<file path="config.mk">
export PLATFORM = sky130hd
export DESIGN_NAME = pipeline_ctrl
export DESIGN_NICKNAME = d
export VERILOG_FILES = /design/src/rtl/pipeline_ctrl_pkg.sv /design/src/rtl/pipeline_ctrl_stall_encoder.sv /design/src/rtl/pipeline_ctrl.sv
export SDC_FILE = /design/constraint.sdc
export NUM_CORES = 1
export LEC_CHECK = 0
export BUFFER_PORTS_ARGS = -buffer_cell sky130_fd_sc_hd__buf_2
export CORE_MARGIN = 3
export CORE_UTILIZATION = 45
export DETAILED_ROUTE_END_ITERATION = 10
export GPL_TIMING_DRIVEN = 0
export PLACE_DENSITY = 0.89
export SLEW_MARGIN = 0
export SYNTH_ARGS = -nofsm -noshare
export SYNTH_HDL_FRONTEND = slang
export SYNTH_SLANG_ARGS = --single-unit
</file>
<file path="constraint.sdc">
create_clock -name clk -period 2.9 [get_ports clk]
set_input_delay 0.58 -clock clk [delete_from_list [all_inputs] [get_ports clk]]
set_output_delay 0.58 -clock clk [all_outputs]
set_load 0.02 [all_outputs]
</file>
<file path="src/rtl/pipeline_ctrl_pkg.sv">
// Shared constants for the pipeline hazard controller: stage indices,
// FSM encodings and the stall-bus width helper.
package pipeline_ctrl_pkg;

  localparam int STG_PC  = 0;
  localparam int STG_IF  = 1;
  localparam int STG_ID  = 2;
  localparam int STG_EX  = 3;
  localparam int STG_MEM = 4;
  localparam int STG_WB  = 5;

  localparam logic [0:0] ST_RUN     = 1'b0;
  localparam logic [0:0] ST_MC_WAIT = 1'b1;

  function automatic int stall_bus_w(input int stages);
    return stages + 1;
  endfunction

endpackage

</file>
<file path="src/rtl/pipeline_ctrl_stall_encoder.sv">
// Highest-set-bit to thermometer: bit k of the result is set when any
// request at index >= k-1 is set, so the requester and everything upstream hold.
module pipeline_ctrl_stall_encoder #(
  parameter int STAGES = 5
) (
  input  logic [STAGES-1:0] req,
  output logic [STAGES:0]   therm
);

  assign therm[0] = |req;

  genvar k;
  generate
    for (k = 1; k <= STAGES; k++) begin : g_therm
      assign therm[k] = |req[STAGES-1:k-1];
    end
  endgenerate

endmodule

</file>
<file path="src/rtl/pipeline_ctrl.sv">
// Pipeline hazard controller: merges stage stall requests, owns the EX
// multi-cycle hold counter and registers flush requests into a redirect pulse.
module pipeline_ctrl
  import pipeline_ctrl_pkg::*;
#(
  parameter int STAGES   = 5,
  parameter int PC_W     = 32,
  parameter int MC_CNT_W = 6,
  parameter int EX_STAGE = STG_EX
) (
  input  logic                             clk,
  input  logic                             rst,
  input  logic [STAGES-1:0]                stallreq,
  input  logic                             mc_start,
  input  logic [MC_CNT_W-1:0]              mc_cycles,
  input  logic                             mc_done,
  input  logic                             flush_req,
  input  logic [PC_W-1:0]                  flush_pc,
  output logic [stall_bus_w(STAGES)-1:0]   stall,
  output logic                             flush,
  output logic [PC_W-1:0]                  new_pc,
  output logic                             mc_busy
);

  localparam int SB = stall_bus_w(STAGES);

  logic [0:0]          state;
  logic [MC_CNT_W-1:0] remain;
  logic                hold;
  logic [STAGES-1:0]   mc_vec;
  logic [SB-1:0]       stall_req;
  logic [SB-1:0]       stall_mc;

  // The start cycle already counts as the first hold cycle.
  assign hold = (state == ST_RUN     && mc_start && mc_cycles != '0) ||
                (state == ST_MC_WAIT && !mc_done);

  // A hold looks like a request from EX, so the same encoder yields bits 0..EX_STAGE.
  assign mc_vec = hold ? (STAGES'(1) << (EX_STAGE - 1)) : '0;

  pipeline_ctrl_stall_encoder #(.STAGES(STAGES)) u_req_enc (
    .req  (stallreq),
    .therm(stall_req)
  );

  pipeline_ctrl_stall_encoder #(.STAGES(STAGES)) u_mc_enc (
    .req  (mc_vec),
    .therm(stall_mc)
  );

  // Combinational outputs are also masked by reset so they clear immediately.
  assign stall   = (!rst || flush) ? '0 : (stall_req | stall_mc);
  assign mc_busy = rst & hold;

  always_ff @(posedge clk or negedge rst) begin
    if (!rst) begin
      state  <= ST_RUN;
      remain <= '0;
      flush  <= 1'b0;
      new_pc <= '0;
    end else begin
      flush <= flush_req;
      if (flush_req) new_pc <= flush_pc;

      if (flush_req) begin
        state  <= ST_RUN;
        remain <= '0;
      end else begin
        case (state)
          ST_RUN: begin
            if (mc_start && mc_cycles > MC_CNT_W'(1)) begin
              state  <= ST_MC_WAIT;
              remain <= mc_cycles - MC_CNT_W'(1);
            end
          end
          default: begin
            // remain <= 1 also catches 0, so the decrement never wraps.
            if (mc_done || remain <= MC_CNT_W'(1)) begin
              state  <= ST_RUN;
              remain <= '0;
            end else begin
              remain <= remain - MC_CNT_W'(1);
            end
          end
        endcase
      end
    end
  end

endmodule

</file>
Yosys cells after proc, flatten, opt, wreduce, memory -nomap -nowiden
Cells that the tools add are included.
{"block": "totals", "ff_bits": 40, "out_inout_bits": 40, "word_cells": 40, "inputBits": 48}
{"block": "op_classes", "magnitude_cmp": 2, "n_mux": 10, "addsub": 2, "n_reduce_logical": 19, "bitwise_logic": 3}
{"operator": "6-bit 2-to-1 mux", "count": 5}
{"operator": "6-bit by 1-bit subtractor with 6-bit output, second input constant", "count": 2}
{"operator": "5-bit OR reduction", "count": 2}
{"operator": "4-bit OR reduction", "count": 2}
{"operator": "6-bit by 1-bit > comparator with 1-bit output, second input constant", "count": 1}
{"operator": "6-bit by 1-bit less-or-equal comparator with 1-bit output, second input constant", "count": 1}
{"operator": "6-bit by 5-bit OR with 6-bit output", "count": 1}
{"operator": "6-bit nonzero test", "count": 1}
{"operator": "3-bit OR reduction", "count": 2}
{"operator": "1-bit logical AND", "count": 4}
{"operator": "1-bit 2-to-1 mux", "count": 4}
{"operator": "1-bit logical OR", "count": 3}
{"operator": "3-bit 2-to-1 mux", "count": 1}
{"operator": "3-bit nonzero test", "count": 1}
{"operator": "1-bit logical NOT", "count": 2}
{"operator": "2-bit OR reduction", "count": 1}
{"operator": "2-bit OR reduction, first input constant", "count": 1}
{"operator": "1-bit bitwise AND", "count": 1}
{"operator": "1-bit inverter", "count": 1}

Depth between registers and ports, before layout
{"block": "depth", "ltp_word": 8, "depth_mapped": 6, "mapped_depth_nobuf": 6}

By module
A second synthesis with hierarchy kept.
{"block": "hier_totals", "hier_cells": 157, "hier_area_um2": 1935.6}
{"mod": "pipeline_ctrl", "area_per_inst_um2": 1845.5, "seq_area_each_um2": 1001.0, "cells_per_inst": 145, "n_inst": 1}
{"mod": "pipeline_ctrl_stall_encoder", "area_per_inst_um2": 45.0, "seq_area_each_um2": 0.0, "cells_per_inst": 6, "n_inst": 2}

Least setup slack after synthesis
Ideal clock, no wire load.
{"block": "synth_timing", "kind": "input -> output", "startpoint": "input port mc_cycles[2]", "endpoint": "output port stall[1]", "slack_ns": 0.302, "arrival_time_ns": 2.018, "stages": 5, "required_ns": 2.320, "cell_sequence": "nor4_1 > a211oi_1 > nor4b_1 > a21oi_1 > buf_4"}
{"block": "synth_via", "elab_chain_cells": 7}
{"element": "from (decl)", "line": "pipeline_ctrl.sv:15", "source": "input logic [MC_CNT_W-1:0] mc_cycles,"}
{"element": "6-bit nonzero test", "line": "pipeline_ctrl.sv:35", "source": "assign hold = (state == ST_RUN && mc_start && mc_cycles != '0) ||"}
{"element": "1-bit logical AND", "line": "pipeline_ctrl.sv:35"}
{"element": "1-bit logical OR", "line": "pipeline_ctrl.sv:35"}
{"element": "3-bit 2-to-1 mux", "line": "pipeline_ctrl.sv:39", "source": "assign mc_vec = hold ? (STAGES'(1) << (EX_STAGE - 1)) : '0;"}
{"element": "5-bit OR reduction", "line": "pipeline_ctrl_stall_encoder.sv:15", "source": "assign therm[k] = |req[STAGES-1:k-1];"}
{"element": "6-bit by 5-bit OR with 6-bit output", "line": "pipeline_ctrl.sv:52", "source": "assign stall = (!rst || flush) ? '0 : (stall_req | stall_mc);"}
{"element": "6-bit 2-to-1 mux", "line": "pipeline_ctrl.sv:52"}
{"element": "to (decl)", "line": "pipeline_ctrl.sv:19", "source": "output logic [stall_bus_w(STAGES)-1:0] stall,"}
Every way passes these cells.

Final worst setup path
Ends and elaborated chain as after synthesis.

==> results.yml <==
place:
  io_buffers: 87
  dpl.hpwl_mm: 2.99
  place_congestion: 0.891
  place_ws_ps: 59.5
detailed_routing:
  drc: 0
  wl_mm: 3.95
  drt.antenna.violating_nets: 0
  routed_via_density: 5.12
  wl_per_cell_microns: 13.8
  drtPass1Iterations: 4
  dr.first_iter.drc_count: 64
  routed-via-count: 1465
yosys:
  synth_edf_count: 0
  synth_cell_types: 32
  ys.flop_type: "dfrtp_1"
  syn_inst: 143
  synthTopCellsByArea: "dfrtp_1, mux2_2, ha_1"
  yosys.area_share.simple_pct: 7.52
  post_synth_xor_area_fraction_pct: 1.41
  yosysMostFrequentCell: "dfrtp_1"
  synth_top_family_by_area: "multiplexers"
  ys_seq_area_share_pct: 53.7
  yosys.area_share.adder_pct: 2.69
  synth_nets: 195
  ys_seq_elements: 40
  synth_top_area_cell: "dfrtp_1"
  synth_compound_area_share_pct: 9.87
  async_reset_ff_share_pct: 100
  ys_top_cells_by_count: "dfrtp_1, mux2_2, inv_1, nor2_1, o21ai_0"
  synth.top_cell.area_share_pct: 53.7
  syn_area_sq_um: 1860
  yosysWarningCount: 0
  syn_avg_cell_area_sq_um: 13.0
  synthMuxAreaShare_pct: 21.0
sta:
  slew_violations: 0
  max_slew_margin_pct: 40.8
  skew_ps: 8.53
  rsz0062_at_grt: "false"
  tightest_slew_ps: 888
  setup_viol: 0
  finalHoldViolations: 0
  fin_setup_tns_ps: 0
  post-route-period-util_pct: 93.3
  fin_ws_ps: 195
  timing.fmax_mhz: 370
  fin_crit_ps: 2700
power_and_ir_drop:
  ir_drop_uv: 392
  p_leak_nw: 1.22
  cellPowerDensity_nw_per_um2: 611
critical_path:
  worstPathArrival_ps: 2120
  cpMostUsedCell: "buf_2"
  crit_family: "simple AND/OR/NAND/NOR gates"
  critPathMaxStageDelay_ps: 430
  setup.worst_path.class: "input port to output port"
  startpoint_type: "input port"
  path_max_fanout: 5
  worst-path-buf-inv: 3
  crit_chain: "buf_2 -> nor4_1 -> a211oi_1 -> nor4b_2 -> a21oi_1 -> buf_4 -> buf_2"
  cp-end-kind: "output port"
  worstPathRequired_ps: 2320
  cp_slowest_cell: "nor4_1"
finish:
  syn2layout_area_growth_pct: 33.7
  drive_gt1_share_pct: 56.3
  nets: 289
  antenna_cells: 0
  seqCellArea_sq_um: 1000
  multiInputGateArea_sq_um: 797
  n_fill_cell: 297
clock_tree:
  path_clk_slew_ps: 80
  htreeDepth: 2
  clkSinkCount: 40
  cts_made_buffers: 5
  ctsRootBufferMaster: "clkbuf_8"
  cts.path.max_buffers: 2
  clk_latency_ps: 290
  cts_tree: "done"
global_route:
  grt_max_degree: 43
  grt-ovfl-total: 0
  grt_use_total_pct: 17.2
  grt_pass1_vias: 1600
  antenna_found_initial: 0
  grt_pass1_wl_mm: 6.82
outcome:
  status: "complete, no violations"
run:
  drv_cap: 0
floorplanning:
  die_width_microns: 70.3
  num_rows: 22
  die_area_sq_um: 4950
  core_sq_um: 3830
  die_h_microns: 70.3
  initial_core_util_pct: 48.7
  io_pins: 88
hold_path:
  min_path_type: "input port to flip-flop"
metrics by stage:
| step | area [sq um] | total power, mW | instances | utilization, % | hold WS, ps |
|---|---|---|---|---|---|
| 3_3_place_gp | 2360 | 1.03 | 278 | 61.6 | 483 |
| 5_1_grt | 2490 | 1.61 | 286 | 65.1 | 388 |
| 4_1_cts | 2480 | 1.54 | 286 | 64.9 | 386 |
| 6_report | 2490 | 1.52 | 286 | 65.1 | 400 |
| 2_1_floorplan | 1860 | 0.909 | 143 | - | 284 |
| 3_5_place_dp | 2360 | 1.04 | 278 | 61.6 | 491 |
report_power, final:
part           internal [mW]  leakage [nW]  switching (mW)
Combinational          0.166         0.681           0.205
Sequential             0.620         0.478          0.0413
Clock                  0.304        0.0645           0.187
Total                   1.09          1.22           0.432
repair_timing:
action	4_1_cts	5_1_grt
hold buffers	0	0
gates resized for setup	0	1
setup endpoints to repair	0	2
setup buffers	0	0
worst reg2reg max path: stages (launching register included):
cell     delay, ps
dfrtp_1        430
or4b_4         570
o31ai_4        270
o21ai_0        130
a32o_1         270
sequential cells by signal (all words and copies together) (netlist names):
signal / flops
new_pc: 32
remain: 6
flush: 1
state: 1
kinds of logic (layout without fill, tap and decap cells):
family,Yosys count,after routing
flops,40,40
mux,35,35
simple gates,24,24
compound gates,21,21
buf+inv,16,111
fa+ha+maj,4,4
xor+xnor,3,3
metal layers:
layer	track usage [%]	up-vias	share of wire [%]
met2	26.8	72	45
met3	7.19	6	11
met5	0	-	0
met4	7.02	0	1.7
li1	-	702	-
met1	21.0	685	43
cell type report:
class / count / share of cell area [%]
tap: 48 / 2.41
buffer: 6 / 1.36
timing repair buffer: 87 / 17.5
clock buffer: 7 / 3.87
inverter: 10 / 1.51
clock inverter: 1 / 1.21
multi-input combinational: 87 / 32.0
sequential: 40 / 40.2
cell usage in the layout (no fill, tap or decap), types with 2 or more instances in the layout:
master    count
buf_2        87
dfrtp_1      40
mux2_2       32
inv_1        10
nor2_1        7
clkbuf_8      7
o21ai_0       5
a32o_1        4
ha_1          4
a21oi_1       3
nor3_1        3
xnor2_1       3
mux2i_1       3
or3_1         3
nand2b_1      2
clkbuf_1      2
buf_1         2
or4_1         2
a22o_1        2
nand3_1       2
worst paths after layout:
kind | endpoint | slack (ps) | from | cells after the start
setup / recovery | stall[1] | 200 | mc_cycles[2] | 7
hold / removal | flush | 400 | flush_req | 1
setup reg to reg | remain[3] | 1130 | remain[2] | 4
hold reg to reg | new_pc[7] | 500 | new_pc[7] | 1
max in group asynchronous | remain[1] | 1930 | rst | 1
min in group asynchronous | new_pc[2] | 410 | rst | 1
No activity file was read; power rests on OpenSTA's default activity.
